[config.mk]
export PLATFORM = sky130hd
export DESIGN_NAME = byte_stream_ctrl
export DESIGN_NICKNAME = d
export VERILOG_FILES = /design/src/rtl/byte_stream_ctrl.sv
export SDC_FILE = /design/constraint.sdc
export NUM_CORES = 1
export LEC_CHECK = 0
export CORE_MARGIN = 2
export CORE_UTILIZATION = 41
export DETAILED_ROUTE_END_ITERATION = 8
export PLACE_DENSITY = 0.74
export SLEW_MARGIN = 0
export SYNTH_ARGS = -nofsm -noshare
export SYNTH_HDL_FRONTEND = slang
export SYNTH_SLANG_ARGS = --single-unit
[constraint.sdc]
create_clock -name clk -period 1.5 [get_ports clk]
set_clock_uncertainty 0.2 [all_clocks]
set_input_delay 0.15 -clock clk [delete_from_list [all_inputs] [get_ports clk]]
set_output_delay 0.15 -clock clk [all_outputs]
set_load 0.01 [all_outputs]
[src/rtl/byte_stream_ctrl.sv]
// Frame sequencer for an MSB-first serial-to-parallel streamer: gates shifting,
// counts bits/words and captures each completed word into a valid/ready holding register.
module byte_stream_ctrl #(
   parameter int unsigned WIDTH       = 8,
   parameter int unsigned FRAME_BYTES = 4
) (
   input  logic             clk,
   input  logic             rst,
   input  logic             frame_start,
   input  logic             bit_valid,
   output logic             shift_enable,
   input  logic [WIDTH-1:0] parallel_in,
   output logic [WIDTH-1:0] byte_out,
   output logic             byte_valid,
   input  logic             byte_ready,
   output logic             byte_last,
   output logic             busy,
   output logic             overrun
);

   localparam int unsigned BIT_CW  = (WIDTH > 1) ? $clog2(WIDTH) : 1;
   localparam int unsigned BYTE_CW = (FRAME_BYTES > 1) ? $clog2(FRAME_BYTES) : 1;
   localparam logic [BIT_CW-1:0]  BIT_LAST  = BIT_CW'(WIDTH - 1);
   localparam logic [BYTE_CW-1:0] BYTE_LAST = BYTE_CW'(FRAME_BYTES - 1);

   typedef enum logic [1:0] {
      IDLE  = 2'd0,
      SHIFT = 2'd1,
      FLUSH = 2'd2
   } state_e;

   state_e               state_q;
   logic [BIT_CW-1:0]    bit_cnt_q;
   logic [BYTE_CW-1:0]   byte_cnt_q;
   logic                 cap_pend_q;
   logic                 cap_last_q;
   logic [WIDTH-1:0]     byte_out_q;
   logic                 byte_valid_q;
   logic                 byte_last_q;
   logic                 overrun_q;

   // The streamer shifts in the same cycle the bit is presented.
   assign shift_enable = (state_q == SHIFT) && bit_valid;
   assign busy         = (state_q != IDLE);
   assign byte_out     = byte_out_q;
   assign byte_valid   = byte_valid_q;
   assign byte_last    = byte_last_q;
   assign overrun      = overrun_q;

   always_ff @(posedge clk) begin
      if (rst) begin
         state_q      <= IDLE;
         bit_cnt_q    <= '0;
         byte_cnt_q   <= '0;
         cap_pend_q   <= 1'b0;
         cap_last_q   <= 1'b0;
         byte_out_q   <= '0;
         byte_valid_q <= 1'b0;
         byte_last_q  <= 1'b0;
         overrun_q    <= 1'b0;
      end else begin
         cap_pend_q <= 1'b0;
         case (state_q)
            IDLE: begin
               if (frame_start) begin
                  state_q    <= SHIFT;
                  bit_cnt_q  <= '0;
                  byte_cnt_q <= '0;
                  overrun_q  <= 1'b0;
               end
            end
            SHIFT: begin
               if (shift_enable) begin
                  if (bit_cnt_q == BIT_LAST) begin
                     bit_cnt_q  <= '0;
                     cap_pend_q <= 1'b1;
                     cap_last_q <= (byte_cnt_q == BYTE_LAST);
                     if (byte_cnt_q == BYTE_LAST) begin
                        state_q <= FLUSH;
                     end else begin
                        byte_cnt_q <= byte_cnt_q + BYTE_CW'(1);
                     end
                  end else begin
                     bit_cnt_q <= bit_cnt_q + BIT_CW'(1);
                  end
               end
            end
            FLUSH: begin
               if (!cap_pend_q && (!byte_valid_q || byte_ready)) begin
                  state_q <= IDLE;
               end
            end
            default: state_q <= IDLE;
         endcase

         // Capture one cycle after the word completes; a pop frees the slot in the same cycle.
         if (cap_pend_q) begin
            if (!byte_valid_q || byte_ready) begin
               byte_out_q   <= parallel_in;
               byte_valid_q <= 1'b1;
               byte_last_q  <= cap_last_q;
            end else begin
               overrun_q <= 1'b1;
            end
         end else if (byte_valid_q && byte_ready) begin
            byte_valid_q <= 1'b0;
            byte_last_q  <= 1'b0;
         end
      end
   end

endmodule

==> Implementation_results.wiki <==
{| class="wikitable"
! Metric !! Value
|-
| Largest net degree at the start of global routing || 22
|-
| Die outline height || 50.6 µm
|-
| Setup TNS || -152 ps
|-
| Antenna viol nets, final || 0
|-
| Final Net Count || 158
|-
| Source of the critical timing path || byte_cnt_q[0]
|-
| Skew-Pair Late Insertion Delay || 310 ps
|-
| Max-slew headroom || 74.4%
|-
| CP top delay family || simple AND/OR/NAND/NOR gates
|-
| Hold Path Origin || parallel_in[2]
|-
| Yosys cell types || 24
|-
| Max incr delay on CP || 480 ps
|-
| Most common cell after layout, fill and taps aside || sky130_fd_sc_hd__buf_4
|-
| Crit path buffers/inverters || 0
|-
| DRT iter0 DRCs || 12
|-
| Worst-Margin Slew || 384 ps
|-
| Arr. time, crit path || 1630 ps
|-
| Violations in the final reports || negative setup slack
|-
| Initial antenna violation count || 0
|-
| Final-report hold violation count || 0
|-
| Worst Path Max Fanout || 4
|-
| Ratio of routed vias to standard cells || 5.10
|-
| Floorplan die area || 2560 µm²
|-
| Number of stages on the worst setup path || 4
|-
| Cell with the largest stage delay on the worst path || sky130_fd_sc_hd__or4b_1
|-
| Reg2Reg Launch Point || byte_cnt_q[0]
|-
| Share of layout cells above drive strength 1 || 24.8%
|-
| CTS clk-pin slew, worst paths || 120 ps
|-
| Rows || 16
|-
| Final worst slack || -92.5 ps
|-
| Critical path endpoint category || flop
|-
| Max-slew violation count || 0
|-
| Path class of the lowest-slack min-delay path || in2reg
|-
| Number of standard cells after synthesis || 102
|-
| Share of the clock period used by the worst path after layout || 106%
|-
| Clock root buffer || sky130_fd_sc_hd__clkbuf_4
|-
| Power density over cell area || 801 nW/µm²
|-
| Crit path cell chain || ha_1 > nand4b_4 > or4b_1 > o211ai_1
|-
| Status || finished, violations left
|-
| Static leakage power || 0.550 nW
|-
| Number of sinks driven by the clock tree || 20
|-
| Clock tree from TritonCTS || yes
|-
| Worst r2r path cells || 4
|-
| WP data required || 1540 ps
|-
| Leading post-synthesis cells by cell area || sky130_fd_sc_hd__dfxtp_1, sky130_fd_sc_hd__a21oi_1, sky130_fd_sc_hd__o21ai_0
|-
| Maximum level of the CTS H-tree || 1
|-
| Buffer levels on the longest clock path || 2
|-
| Yosys top cell area share || 45.0%
|-
| Total number of yosys warnings || 0
|-
| Standard cell core area || 2000 µm²
|-
| Number of buffers inserted during clock tree synthesis || 3
|-
| ANT cells || 0
|-
| Initial core utilization || 44.4%
|-
| Aggregate global routing overflow || 0
|-
| Total routed wirelength || 2080 µm
|-
| Fmax || 628 MHz
|-
| Synth Net Count || 118
|-
| Netlist Area Pre-Place || 890 µm²
|-
| Initial DRT Pass Iterations || 4
|-
| Setup repair after global routing missed its margin || true
|-
| Layout Area Growth over Synthesis || 51.5%
|-
| Overall track demand over capacity in global routing || 17.8%
|-
| Syn Area/Cell || 8.72 µm²
|-
| Via count of the first global-routing pass || 862
|-
| Post-route DRC || 0
|-
| Max capacitance violation total || 0
|-
| Hold depth || 3
|-
| RePlAce Congestion || 0.721
|-
| Most frequent cells in the layout || sky130_fd_sc_hd__buf_4, sky130_fd_sc_hd__dfxtp_1, sky130_fd_sc_hd__o21ai_0, sky130_fd_sc_hd__a21oi_1, sky130_fd_sc_hd__clkdlybuf4s50_1
|-
| First-pass GRT wire length || 3480 µm
|-
| Area leader, netlist || sky130_fd_sc_hd__dfxtp_1
|-
| Worst hold margin || 190 ps
|-
| Kind of start point of the critical path || flop
|-
| Post-DR wirelength/cell || 12.4 µm
|-
| Synth Register Bits || 20
|-
| Number of input and output port buffers inserted || 25
|-
| I/O Pins || 26
|-
| Total setup violations reported at the end of the flow || 3
|-
| Seq/Total Area, Yosys || 45.0%
|-
| Final design utilization || 67.3%
|-
| Half-perimeter wire length of the detailed placement result || 1520 µm
|-
| Horiz. Die Dim || 50.6 µm
|-
| Final critical path time including I/O delays and setup || 1590 ps
|-
| Worst reg-to-reg setup slack || -90 ps
|-
| Number of vias in the routed layout || 856
|-
| Kind of critical path || reg2reg
|-
| Post-CTS Hold Buffers || 0
|-
| Highest ir drop seen on vdd || 0.000590 V
|}
-- power by group --
part	internal, mW	leakage [nW]	switching (mW)
clock	0.270	0.0279	0.175
combinational	0.0582	0.359	0.0372
sequential	0.535	0.163	0.00410
total	0.863	0.550	0.216
-- cell usage after synthesis --
| library cell | number |
|---|---|
| sky130_fd_sc_hd__dfxtp_1 | 20 |
| sky130_fd_sc_hd__a21oi_1 | 16 |
| sky130_fd_sc_hd__o21ai_0 | 15 |
| sky130_fd_sc_hd__nand3_1 | 10 |
| sky130_fd_sc_hd__nand2_1 | 5 |
| sky130_fd_sc_hd__clkbuf_1 | 4 |
| sky130_fd_sc_hd__nand4b_1 | 4 |
| sky130_fd_sc_hd__ha_1 | 3 |
| sky130_fd_sc_hd__inv_1 | 3 |
| sky130_fd_sc_hd__nor2_1 | 3 |
| sky130_fd_sc_hd__buf_4 | 2 |
| sky130_fd_sc_hd__nand2b_1 | 2 |
| sky130_fd_sc_hd__nor2b_1 | 2 |
| sky130_fd_sc_hd__nor3_1 | 2 |
| sky130_fd_sc_hd__or3_1 | 2 |
| sky130_fd_sc_hd__a31oi_1 | 1 |
| sky130_fd_sc_hd__clkbuf_8 | 1 |
| sky130_fd_sc_hd__mux2i_1 | 1 |
| sky130_fd_sc_hd__nand4b_4 | 1 |
| sky130_fd_sc_hd__o211ai_1 | 1 |
| sky130_fd_sc_hd__o22ai_1 | 1 |
| sky130_fd_sc_hd__or2_2 | 1 |
| sky130_fd_sc_hd__or2b_2 | 1 |
| sky130_fd_sc_hd__or4b_1 | 1 |
-- metal layers --
| layer | GRT usage (%) | vias to the layer above | wire [µm] |
|---|---|---|---|
| met5 | 0 | - | 0 |
| met4 | 9.46 | 0 | 30 |
| met3 | 1.79 | 2 | 27 |
| met2 | 32.7 | 15 | 1070 |
| met1 | 19.9 | 398 | 953 |
| li1 | - | 441 | - |
-- repair_timing --
item	in CTS	in global routing
hold endpoints to repair	0	0
gates resized for setup	22	4
setup buffers	3	1
pin swaps	5	1
endpoints found under the setup margin	16	7
-- tightest hold or removal path, cell delays in order --
cell and delay (ps):
sky130_fd_sc_hd__clkdlybuf4s50_1 400, sky130_fd_sc_hd__nand3_1 60, sky130_fd_sc_hd__a21oi_1 50
-- metrics by stage --
step / worst slack [ps] / instances / instance area [µm²] / power (mW)
3_5_place_dp: -229 / 160 / 1250 / 0.641
6_report: -92.5 / 168 / 1350 / 1.08
5_1_grt: -133 / 168 / 1350 / 1.13
4_1_cts: -92.0 / 167 / 1320 / 1.09
3_3_place_gp: -227 / 160 / 1250 / 0.640
2_1_floorplan: -61.4 / 102 / 917 / 0.583
-- final cells by class --
| cell class | count | area (µm²) |
|---|---|---|
| clock buffer | 3 | 22.5 |
| clock inverter | 1 | 30.0 |
| fill | 176 | 654 |
| inverter | 3 | 11.3 |
| multi-input combinational | 72 | 475 |
| sequential | 20 | 408 |
| tap | 27 | 33.8 |
| timing repair buffer | 42 | 367 |
-- state kept, by name, summed over array words and instances, names as in the netlist --
register and cells:
byte_out 8, bit_cnt_q 3, byte_cnt_q 2, state_q 2, byte_last 1, byte_valid 1, cap_last_q 1, cap_pend_q 1
overrun 1
-- final timing paths --
kind,end
min reg2reg,state_q[0]
max reg2reg,byte_cnt_q[1]
max,byte_cnt_q[1]
min,byte_out[2]
-- cell families (layout without fill, tap and decap cells) --
logic type / Yosys count / after routing / share of synthesized area [%]
AND/OR/NAND/NOR: 34 / 34 / 23.8
AO/OA/AOI/OAI: 34 / 34 / 19.7
multiplexers: 1 / 1 / 1.13
flip-flops: 20 / 20 / 45.0
adder cells (fa/ha/maj): 3 / 3 / 4.22
buffers and inverters: 10 / 49 / 6.19
Note: power is estimated with default switching activity, not from simulation.
